--- src/rtl/visited_tas_responder.sv ---
// Visited-set responder: one bit per vertex in word-wide RAM, answered with
// the prior bit and optionally set in a 2-stage read-modify-write pipeline.
module visited_tas_responder #(
  parameter int unsigned INDEX_BITS = 10,
  parameter int unsigned WORD_WIDTH = 32,
  parameter int unsigned PROC_BITS  = 0
) (
  input  logic                  clk_in,
  input  logic                  rst_in,
  input  logic [31:0]           v_addr_in,
  input  logic                  v_addr_valid_in,
  input  logic                  set_in,
  input  logic                  clear_in,
  output logic                  ready_out,
  output logic                  visited_out,
  output logic                  valid_v_out,
  output logic [INDEX_BITS:0]   count_out
);

  localparam int unsigned BIT_BITS  = $clog2(WORD_WIDTH);
  localparam int unsigned WORD_BITS = INDEX_BITS - BIT_BITS;
  localparam int unsigned WA        = (WORD_BITS > 0) ? WORD_BITS : 1;
  localparam int unsigned NUM_WORDS = (2 ** INDEX_BITS) / WORD_WIDTH;
  localparam int unsigned CW        = INDEX_BITS + 1;

  typedef enum logic [1:0] {ST_CLEAR, ST_RUN, ST_DRAIN} state_e;

  state_e                  state_q;
  logic [WA-1:0]           ptr_q;
  logic                    ready_q;
  logic                    visited_q;
  logic                    valid_q;
  logic [CW-1:0]           count_q;

  logic                    s1_valid_q;
  logic                    s1_set_q;
  logic [WA-1:0]           s1_word_q;
  logic [BIT_BITS-1:0]     s1_bit_q;
  logic                    s1_byp_q;
  logic [WORD_WIDTH-1:0]   s1_byp_data_q;

  logic                    s2_valid_q;
  logic                    s2_set_q;
  logic [WA-1:0]           s2_word_q;
  logic [WORD_WIDTH-1:0]   s2_data_q;

  logic [WORD_WIDTH-1:0]   mem_q [NUM_WORDS];
  logic [WORD_WIDTH-1:0]   rdata_q;

  logic [INDEX_BITS-1:0]   s0_idx_d;
  logic [WA-1:0]           s0_word_d;
  logic [BIT_BITS-1:0]     s0_bit_d;
  logic                    accept_d;
  logic                    s0_hit_d;
  logic                    s2_fwd_d;
  logic [WORD_WIDTH-1:0]   s1_data_d;
  logic [WORD_WIDTH-1:0]   s1_new_d;
  logic                    old_d;
  logic                    we_d;
  logic [WA-1:0]           waddr_d;
  logic [WORD_WIDTH-1:0]   wdata_d;
  logic                    unused_addr_bits;

  assign unused_addr_bits = ^v_addr_in;
  assign s0_idx_d  = v_addr_in[PROC_BITS +: INDEX_BITS];
  assign s0_word_d = WA'(s0_idx_d >> BIT_BITS);
  assign s0_bit_d  = s0_idx_d[BIT_BITS-1:0];

  assign ready_out   = ready_q;
  assign visited_out = visited_q;
  assign valid_v_out = valid_q;
  assign count_out   = count_q;

  // S1 word selection: newest in-flight write to the same word wins over RAM data
  always_comb begin
    accept_d  = v_addr_valid_in && ready_q && !clear_in;
    s0_hit_d  = s2_valid_q && s2_set_q && (s2_word_q == s0_word_d);
    s2_fwd_d  = s2_valid_q && s2_set_q && (s2_word_q == s1_word_q);
    s1_data_d = rdata_q;
    if (s1_byp_q) s1_data_d = s1_byp_data_q;
    if (s2_fwd_d) s1_data_d = s2_data_q;
    old_d     = s1_data_d[s1_bit_q];
    s1_new_d  = s1_data_d;
    if (s1_set_q) s1_new_d = s1_data_d | (WORD_WIDTH'(1) << s1_bit_q);

    we_d    = 1'b0;
    waddr_d = s2_word_q;
    wdata_d = s2_data_q;
    if (!rst_in) begin
      we_d = 1'b0;
    end else if (state_q == ST_CLEAR) begin
      we_d    = 1'b1;
      waddr_d = ptr_q;
      wdata_d = '0;
    end else if (s2_valid_q && s2_set_q) begin
      we_d = 1'b1;
    end
  end

  // Single-port-write, synchronous-read visited RAM (contents not reset)
  always_ff @(posedge clk_in) begin
    if (we_d) mem_q[waddr_d] <= wdata_d;
    rdata_q <= mem_q[s0_word_d];
  end

  always_ff @(posedge clk_in) begin
    if (!rst_in) begin
      state_q       <= ST_CLEAR;
      ptr_q         <= '0;
      ready_q       <= 1'b0;
      visited_q     <= 1'b0;
      valid_q       <= 1'b0;
      count_q       <= '0;
      s1_valid_q    <= 1'b0;
      s1_set_q      <= 1'b0;
      s1_word_q     <= '0;
      s1_bit_q      <= '0;
      s1_byp_q      <= 1'b0;
      s1_byp_data_q <= '0;
      s2_valid_q    <= 1'b0;
      s2_set_q      <= 1'b0;
      s2_word_q     <= '0;
      s2_data_q     <= '0;
    end else begin
      case (state_q)
        ST_CLEAR: begin
          ptr_q <= ptr_q + WA'(1);
          if (ptr_q == WA'(NUM_WORDS - 1)) begin
            state_q <= ST_RUN;
            ready_q <= 1'b1;
          end
        end
        ST_RUN: begin
          if (clear_in) begin
            state_q <= ST_DRAIN;
            ready_q <= 1'b0;
          end
        end
        ST_DRAIN: begin
          // Sweep only once the last pending write has reached RAM
          if (!s1_valid_q && !s2_valid_q) begin
            state_q <= ST_CLEAR;
            ptr_q   <= '0;
          end
        end
        default: begin
          state_q <= ST_CLEAR;
          ptr_q   <= '0;
          ready_q <= 1'b0;
        end
      endcase

      s1_valid_q    <= accept_d;
      s1_set_q      <= set_in;
      s1_word_q     <= s0_word_d;
      s1_bit_q      <= s0_bit_d;
      s1_byp_q      <= s0_hit_d;
      s1_byp_data_q <= s2_data_q;

      s2_valid_q <= s1_valid_q;
      s2_set_q   <= s1_set_q;
      s2_word_q  <= s1_word_q;
      s2_data_q  <= s1_new_d;

      valid_q <= s1_valid_q;
      if (s1_valid_q) visited_q <= old_d;

      if (state_q == ST_CLEAR) begin
        count_q <= '0;
      end else if (s1_valid_q && s1_set_q && !old_d) begin
        count_q <= count_q + CW'(1);
      end
    end
  end

endmodule

--- config.mk ---
export PLATFORM = sky130hd
export DESIGN_NAME = visited_tas_responder
export DESIGN_NICKNAME = d
export VERILOG_FILES = /design/src/rtl/visited_tas_responder.sv
export SDC_FILE = /design/constraint.sdc
export NUM_CORES = 1
export LEC_CHECK = 0
export ABC_AREA = 1
export CORE_ASPECT_RATIO = 0.7
export CORE_MARGIN = 8
export CORE_UTILIZATION = 45
export CTS_BUF_LIST = sky130_fd_sc_hd__clkbuf_16
export DETAILED_ROUTE_END_ITERATION = 6
export PLACE_DENSITY = 0.68
export SKIP_CTS_REPAIR_TIMING = 1
export SLEW_MARGIN = 15
export SYNTH_ARGS = -nofsm -noshare
export SYNTH_HDL_FRONTEND = slang
export SYNTH_SLANG_ARGS = --single-unit
--- constraint.sdc ---
create_clock -name clk_in -period 9.5 [get_ports clk_in]
set_input_delay 2.375 -clock clk_in [delete_from_list [all_inputs] [get_ports clk_in]]
set_output_delay 2.375 -clock clk_in [all_outputs]
set_load 0.005 [all_outputs]
==> results of run 1 <==
## state kept, by name, summed over array words and instances, names as in the netlist
| signal | cells |
|---|---|
| state_q | 2 |
| visited_out | 1 |
| s1_byp_data_q | 32 |
| rdata_q | 32 |
| s1_bit_q | 5 |
| ready_out | 1 |
| s1_set_q | 1 |
| s1_byp_q | 1 |
| s2_data_q | 32 |
| s1_valid_q | 1 |
| s1_word_q | 5 |
| s2_set_q | 1 |
| mem_q | 1024 |
| ptr_q | 5 |
| s2_valid_q | 1 |
| count_out | 11 |
| s2_word_q | 5 |
## stage by stage
step	worst slack [ns]	std cells	utilization	cell area, um^2
floorplan	4.06	3618	-	45500
global placement	3.27	4810	0.474	47400
detailed placement	3.21	4810	0.474	47400
CTS	3.95	5002	0.506	50600
global route	3.62	5004	0.506	50700
finish	3.88	5005	0.506	50700
## worst max-delay path, cell delays in order
cell and delay (ns):
buf_2 0.09, inv_1 0.11, nor2_4 0.12, buf_4 0.44, inv_2 0.19, o21ai_0 0.34
nand3_1 0.67, nor2_4 1.14, buf_4 0.46
## cell families (layout without fill, tap and decap cells)
logic type      count (synthesis)  in the layout  synth area share
xor+xnor                        9              9           0.00173
mux                            32             32           0.00789
other cells                     0              1                 0
compound gates                952            952             0.127
fa+ha+maj                       3              3          0.000825
buf+inv                       421            471            0.0355
simple gates                 1041           1041            0.0912
flops                        1160           1160             0.735
## power by group
group | internal [uW] | switching [uW]
Combinational | 165 | 479
Sequential | 5640 | 42.1
Clock | 2180 | 1850
Total | 7980 | 2370
## worst min-delay path by stage
stage,end,slack (ns),depth (start not counted)
5_1_grt,s1_byp_data_q[23],0.44,2
6_report,s1_byp_data_q[23],0.43,2
4_1_cts,s1_byp_data_q[23],0.43,2
3_5_place_dp,s1_byp_data_q[23],0.42,2
3_3_place_gp,s1_byp_data_q[17],0.42,2
2_1_floorplan,s1_byp_data_q[0],0.41,2
## metal layers
layer  global-route usage  vias to the layer above  share of wire
met4               0.0655                        2          0.028
met1                0.319                    14654           0.43
met5                    0                        -        0.00011
met2                0.308                     1666           0.43
met3               0.0401                      209           0.11
li1                     -                    13260              -
## final cells by class
type	instances	share of cell area
repair buffers	110	0.0193
clock buffers	102	0.0504
well taps	1336	0.0330
flip-flops and latches	1160	0.660
multi-input cells	2037	0.211
inverters	169	0.0129
diodes	1	0.0000494
clock inverters	90	0.0129
## placed cells by master, fill, tap and decap left out, drive strengths merged
master and n:
o2111ai 2, clkbuf 103, ha 3, nand3 119, a31oi 32, nor4b 1
clkinv 51, a21oi 17, nand4 11, nor3b 1, edfxtp 1024, dfxtp 136
a32oi 28, nor2 696, o221ai 189, mux2 31, clkdlybuf4s50 22, buf 87
bufinv 8, xnor2 2, xor2 7, mux2i 1, o21ai 587, diode 1
o22ai 70, nor4 1, o211ai 23, or2 1, clkinvlp 1, o21a 1
a2111oi 1, nand2 211, a32o 2, inv 199
==> impl_metrics.env, run 1 <==
export IMPL_drc_errors=0
export IMPL_cap_violations=0
export IMPL_slew_violations=0
export IMPL_multiInputGateArea_um2=10700
export IMPL_r2r_setup_slack_ns=5.08
export IMPL_synth_edff_count=1024
export IMPL_htreeDepth=3
export IMPL_area_growth_pct=11.4
export IMPL_dp_hpwl_um=64300
export IMPL_ys_types=40
export IMPL_drtIter0Drc=4259
export IMPL_avgSynthCellArea_um2=12.6
export IMPL_gp_congestion=0.882
export IMPL_synth_most_common_cell="edfxtp_1"
export IMPL_nFillCells=8409
export IMPL_layout_drive_gt1_share=0.0881
export IMPL_timing_fmax_mhz=178
export IMPL_totalNegativeSetupSlack_ns=0
export IMPL_ys_flop_type="edfxtp_1"
export IMPL_r2r_end="mem_q[8][5]"
export IMPL_yosysTopAreaCell="edfxtp_1"
export IMPL_setup_violations=0
export IMPL_cts_tree="built"
export IMPL_vias=29791
export IMPL_worstSetupEndpointType="flip-flop"
export IMPL_overflow=0
export IMPL_die_height_um=282
export IMPL_rsz0062_at_grt="false"
export IMPL_cts_buffers=101
export IMPL_maxSlewHeadroom=0.152
export IMPL_hold_viol=0
export IMPL_area_sequential_um2=33500
export IMPL_ant_nets=0
export IMPL_wl_um=122000
export IMPL_run_status="completed"
export IMPL_dr_pass1_iters=5
export IMPL_synth_area_leaders="edfxtp_1 (68%), o21ai_0 (6.2%), dfxtp_1 (6.0%), nor2_1 (5.7%), o221ai_1 (3.6%)"
export IMPL_critPathMaxFanout=39
export IMPL_grt_pass1_wl_um=180000
export IMPL_fin_crit_ns=5.62
export IMPL_reg2reg_depth=9
export IMPL_clk_latency_ns=0.71
export IMPL_grt_pass1_vias=27952
export IMPL_netlist_area_um2=45500
export IMPL_ys_async_sr_fraction=0
export IMPL_wl_per_cell_um=24.3
export IMPL_cp_start_kind="primary input"
export IMPL_dieArea_um2=112000
export IMPL_core_area_um2=100000
export IMPL_fin_nets=3619
export IMPL_grt_use_total=0.211
export IMPL_io_pins=51
export IMPL_seq_area_frac_synth=0.735
export IMPL_place_port_buffers=28
export IMPL_synth_top_cells_by_count="edfxtp_1 (1024), nor2_1 (694), o21ai_0 (562), clkbuf_1 (216), nand2_1 (210)"
export IMPL_syn_nets=3658
export IMPL_arrival_ns=5.99
export IMPL_hp_class="reg2reg"
export IMPL_root_buffer="clkbuf_16"
export IMPL_rows=97
export IMPL_whs_ns=0.434
export IMPL_r2r_start="state_q[1]"
export IMPL_cp_endpoint="mem_q[8][5]"
export IMPL_finClkSkew_ns=0.0421
export IMPL_synth_seq_cells=1160
export IMPL_synth_top_area_share=0.676
export IMPL_cts_buffer_depth=3
export IMPL_start_util=0.455
export IMPL_crit_required_ns=9.87
export IMPL_tightest_slew_ns=1.27
export IMPL_synth_warnings=0
export IMPL_period_share=0.591
export IMPL_power_density_nw_per_um2=204
export IMPL_fp_dieW_um=396
export IMPL_clk_pin_slew_ns=0.07
export IMPL_ir_worst_vdd_v=0.000247
export IMPL_hold_start="s2_data_q[23]"
export IMPL_vias_per_cell=5.95
export IMPL_syn_inst=3618
export IMPL_clock_sinks=1160
export IMPL_antenna_found_initial=3
export IMPL_path_class="in2reg"
export IMPL_crit_start="rst_in"
export IMPL_leakagePower_uw=0.0170
export IMPL_grt_max_degree=211
export IMPL_finalPower_uw=10400
No activity file was read; power rests on OpenSTA's default activity.
==> run 2: changes to the inputs <==
--- a/config.mk
+++ b/config.mk
@@ -11,7 +11,7 @@
 export CORE_UTILIZATION = 45
 export CTS_BUF_LIST = sky130_fd_sc_hd__clkbuf_16
 export DETAILED_ROUTE_END_ITERATION = 6
-export PLACE_DENSITY = 0.68
+export PLACE_DENSITY = 0.71
 export SKIP_CTS_REPAIR_TIMING = 1
 export SLEW_MARGIN = 15
 export SYNTH_ARGS = -nofsm -noshare
==> constraint.sdc (replaced) <==
create_clock -name clk_in -period 4.49 [get_ports clk_in]
set_input_delay 1.1225 -clock clk_in [delete_from_list [all_inputs] [get_ports clk_in]]
set_output_delay 1.1225 -clock clk_in [all_outputs]
set_load 0.005 [all_outputs]
==> impl_metrics.env, run 2 (synthesis gave the netlist of run 1 again) <==
export IMPL_run_status="completed"
export IMPL_vias_per_cell=6.02
export IMPL_hold_path_end="s1_byp_data_q[22]"
export IMPL_setup_violations=0
export IMPL_grt_pass1_vias=28482
export IMPL_slowest_delay_ns=0.50
export IMPL_dieArea_um2=112000
export IMPL_timing_fmax_mhz=304
export IMPL_start_util=0.455
export IMPL_reg2reg_depth=14
export IMPL_drtIter0Drc=4497
export IMPL_period_share=0.733
export IMPL_slowest_stage="nand3_4"
export IMPL_tightest_slew_ns=1.05
export IMPL_arrival_ns=3.90
export IMPL_nFillCells=8234
export IMPL_cpMostUsedCell="nand2_1"
export IMPL_crit_chain="inv_2, nand2_1, nand2_2, nor2_8, nand3_4, o21ai_1, nor2_1, nor2_1, nand2_1, nand3_1, nand3_2, nand3_2, nand2_1, a21oi_1"
export IMPL_vias=30415
export IMPL_totalNegativeSetupSlack_ns=0
export IMPL_maxSlewHeadroom=0.299
export IMPL_mostFrequentLayoutCell="edfxtp_1"
export IMPL_htreeDepth=3
export IMPL_die_height_um=282
export IMPL_fp_dieW_um=396
export IMPL_grt_pass1_wl_um=184000
export IMPL_cts_buffer_depth=3
export IMPL_hold_path_cell_count=2
export IMPL_clock_sinks=1160
export IMPL_clk_pin_slew_ns=0.08
export IMPL_grt_max_degree=124
export IMPL_ir_worst_vdd_v=0.000392
export IMPL_dr_pass1_iters=6
export IMPL_leakagePower_uw=0.0174
export IMPL_gp_congestion=0.891
export IMPL_top_register="mem_q"
export IMPL_hp_class="reg2reg"
export IMPL_wl_um=125000
export IMPL_path_class="reg2reg"
export IMPL_fin_crit_ns=3.29
export IMPL_overflow=0
export IMPL_r2r_setup_slack_ns=1.20
export IMPL_power_density_nw_per_um2=430
export IMPL_rsz0062_at_grt="false"
export IMPL_hold_viol=0
export IMPL_critPathTopFamily="simple AND/OR/NAND/NOR gates"
export IMPL_rows=97
export IMPL_place_port_buffers=28
export IMPL_layout_drive_gt1_share=0.103
export IMPL_cp_start_kind="flip-flop"
export IMPL_r2r_end="count_out[6]"
export IMPL_io_pins=51
export IMPL_crit_required_ns=5.10
export IMPL_area_growth_pct=13.4
export IMPL_critPathMaxFanout=44
export IMPL_grt_use_total=0.216
export IMPL_antenna_found_initial=4
export IMPL_diodes=0
export IMPL_finalPower_uw=22200
export IMPL_cap_violations=0
export IMPL_hold_start="s2_data_q[22]"
export IMPL_finClkSkew_ns=0.0183
export IMPL_fin_nets=3677
export IMPL_root_buffer="clkbuf_16"
export IMPL_dp_hpwl_um=66700
export IMPL_cts_tree="built"
export IMPL_slew_violations=0
export IMPL_worstSetupEndpointType="flip-flop"
export IMPL_core_area_um2=100000
export IMPL_cts_buffers=97
export IMPL_r2r_start="s2_word_q[2]"
export IMPL_drc_errors=0
export IMPL_clk_latency_ns=0.70
export IMPL_crit_buf_inv=1
export IMPL_largest_reg_flops=1024
export IMPL_wl_per_cell_um=24.7
export IMPL_ant_nets=0
export IMPL_most_common_layout_cells="edfxtp_1 (1024), nor2_1 (653), o21ai_0 (562), nand2_1 (210), o221ai_1 (189)"
-- run 2: worst max-delay path by stage --
stage | from | slack [ns] | endpoint | depth (start not counted)
after floorplan | rst_in | 0.30 | mem_q[4][0] | 8
after CTS | s2_word_q[2] | 1.28 | count_out[6] | 14
after global routing | s2_word_q[3] | 0.89 | count_out[0] | 14
final | s2_word_q[2] | 1.20 | count_out[6] | 14
after detailed placement | rst_in | 0.77 | mem_q[5][8] | 8
after global placement | rst_in | 0.81 | mem_q[5][17] | 8
-- run 2: area by class of cell --
class / count / area (um^2) / share of cell area
clock buffer: 100 / 2500 / 0.0485
clock inverter: 81 / 759 / 0.0147
inverter: 169 / 652 / 0.0126
multi-input combinational: 2037 / 10700 / 0.207
sequential: 1160 / 33500 / 0.649
tap: 1336 / 1670 / 0.0324
timing repair buffer: 172 / 1840 / 0.0357
-- run 2: worst min-delay path: cells and delay by family (launching register included) --
family,cells,cell delay [ns]
buffers and inverters,1,0.03
DFF,1,0.31
and+or+nand+nor,1,0.06
-- run 2: where the power goes --
part / internal (uW) / total [uW] / switching, uW / leakage, uW
Clock: 4900 / 8790 / 3890 / 0.00168
Combinational: 396 / 1400 / 1010 / 0.00521
Sequential: 11900 / 12000 / 94.5 / 0.0106
Total: 17200 / 22200 / 4990 / 0.0174
-- run 2: through the flow --
stage	setup WS, ns	area, um^2	utilization	cells	hold slack (ns)
after detailed placement	0.774	48300	0.483	4874	0.423
final	1.20	51600	0.515	5055	0.429
after floorplan	0.300	45500	-	3618	0.413
after CTS	1.28	51600	0.515	5055	0.419
after global placement	0.813	48300	0.483	4874	0.419
after global routing	0.895	51600	0.515	5055	0.444
-- run 2: routing by layer --
metal / wire length, um / track usage / part of all wire / vias up
met5: 24 / 0 / 0.00019 / -
met4: 3890 / 0.0702 / 0.031 / 4
met3: 15000 / 0.0484 / 0.12 / 239
met2: 54400 / 0.319 / 0.44 / 1855
met1: 51500 / 0.317 / 0.41 / 14948
li1: - / - / - / 13369
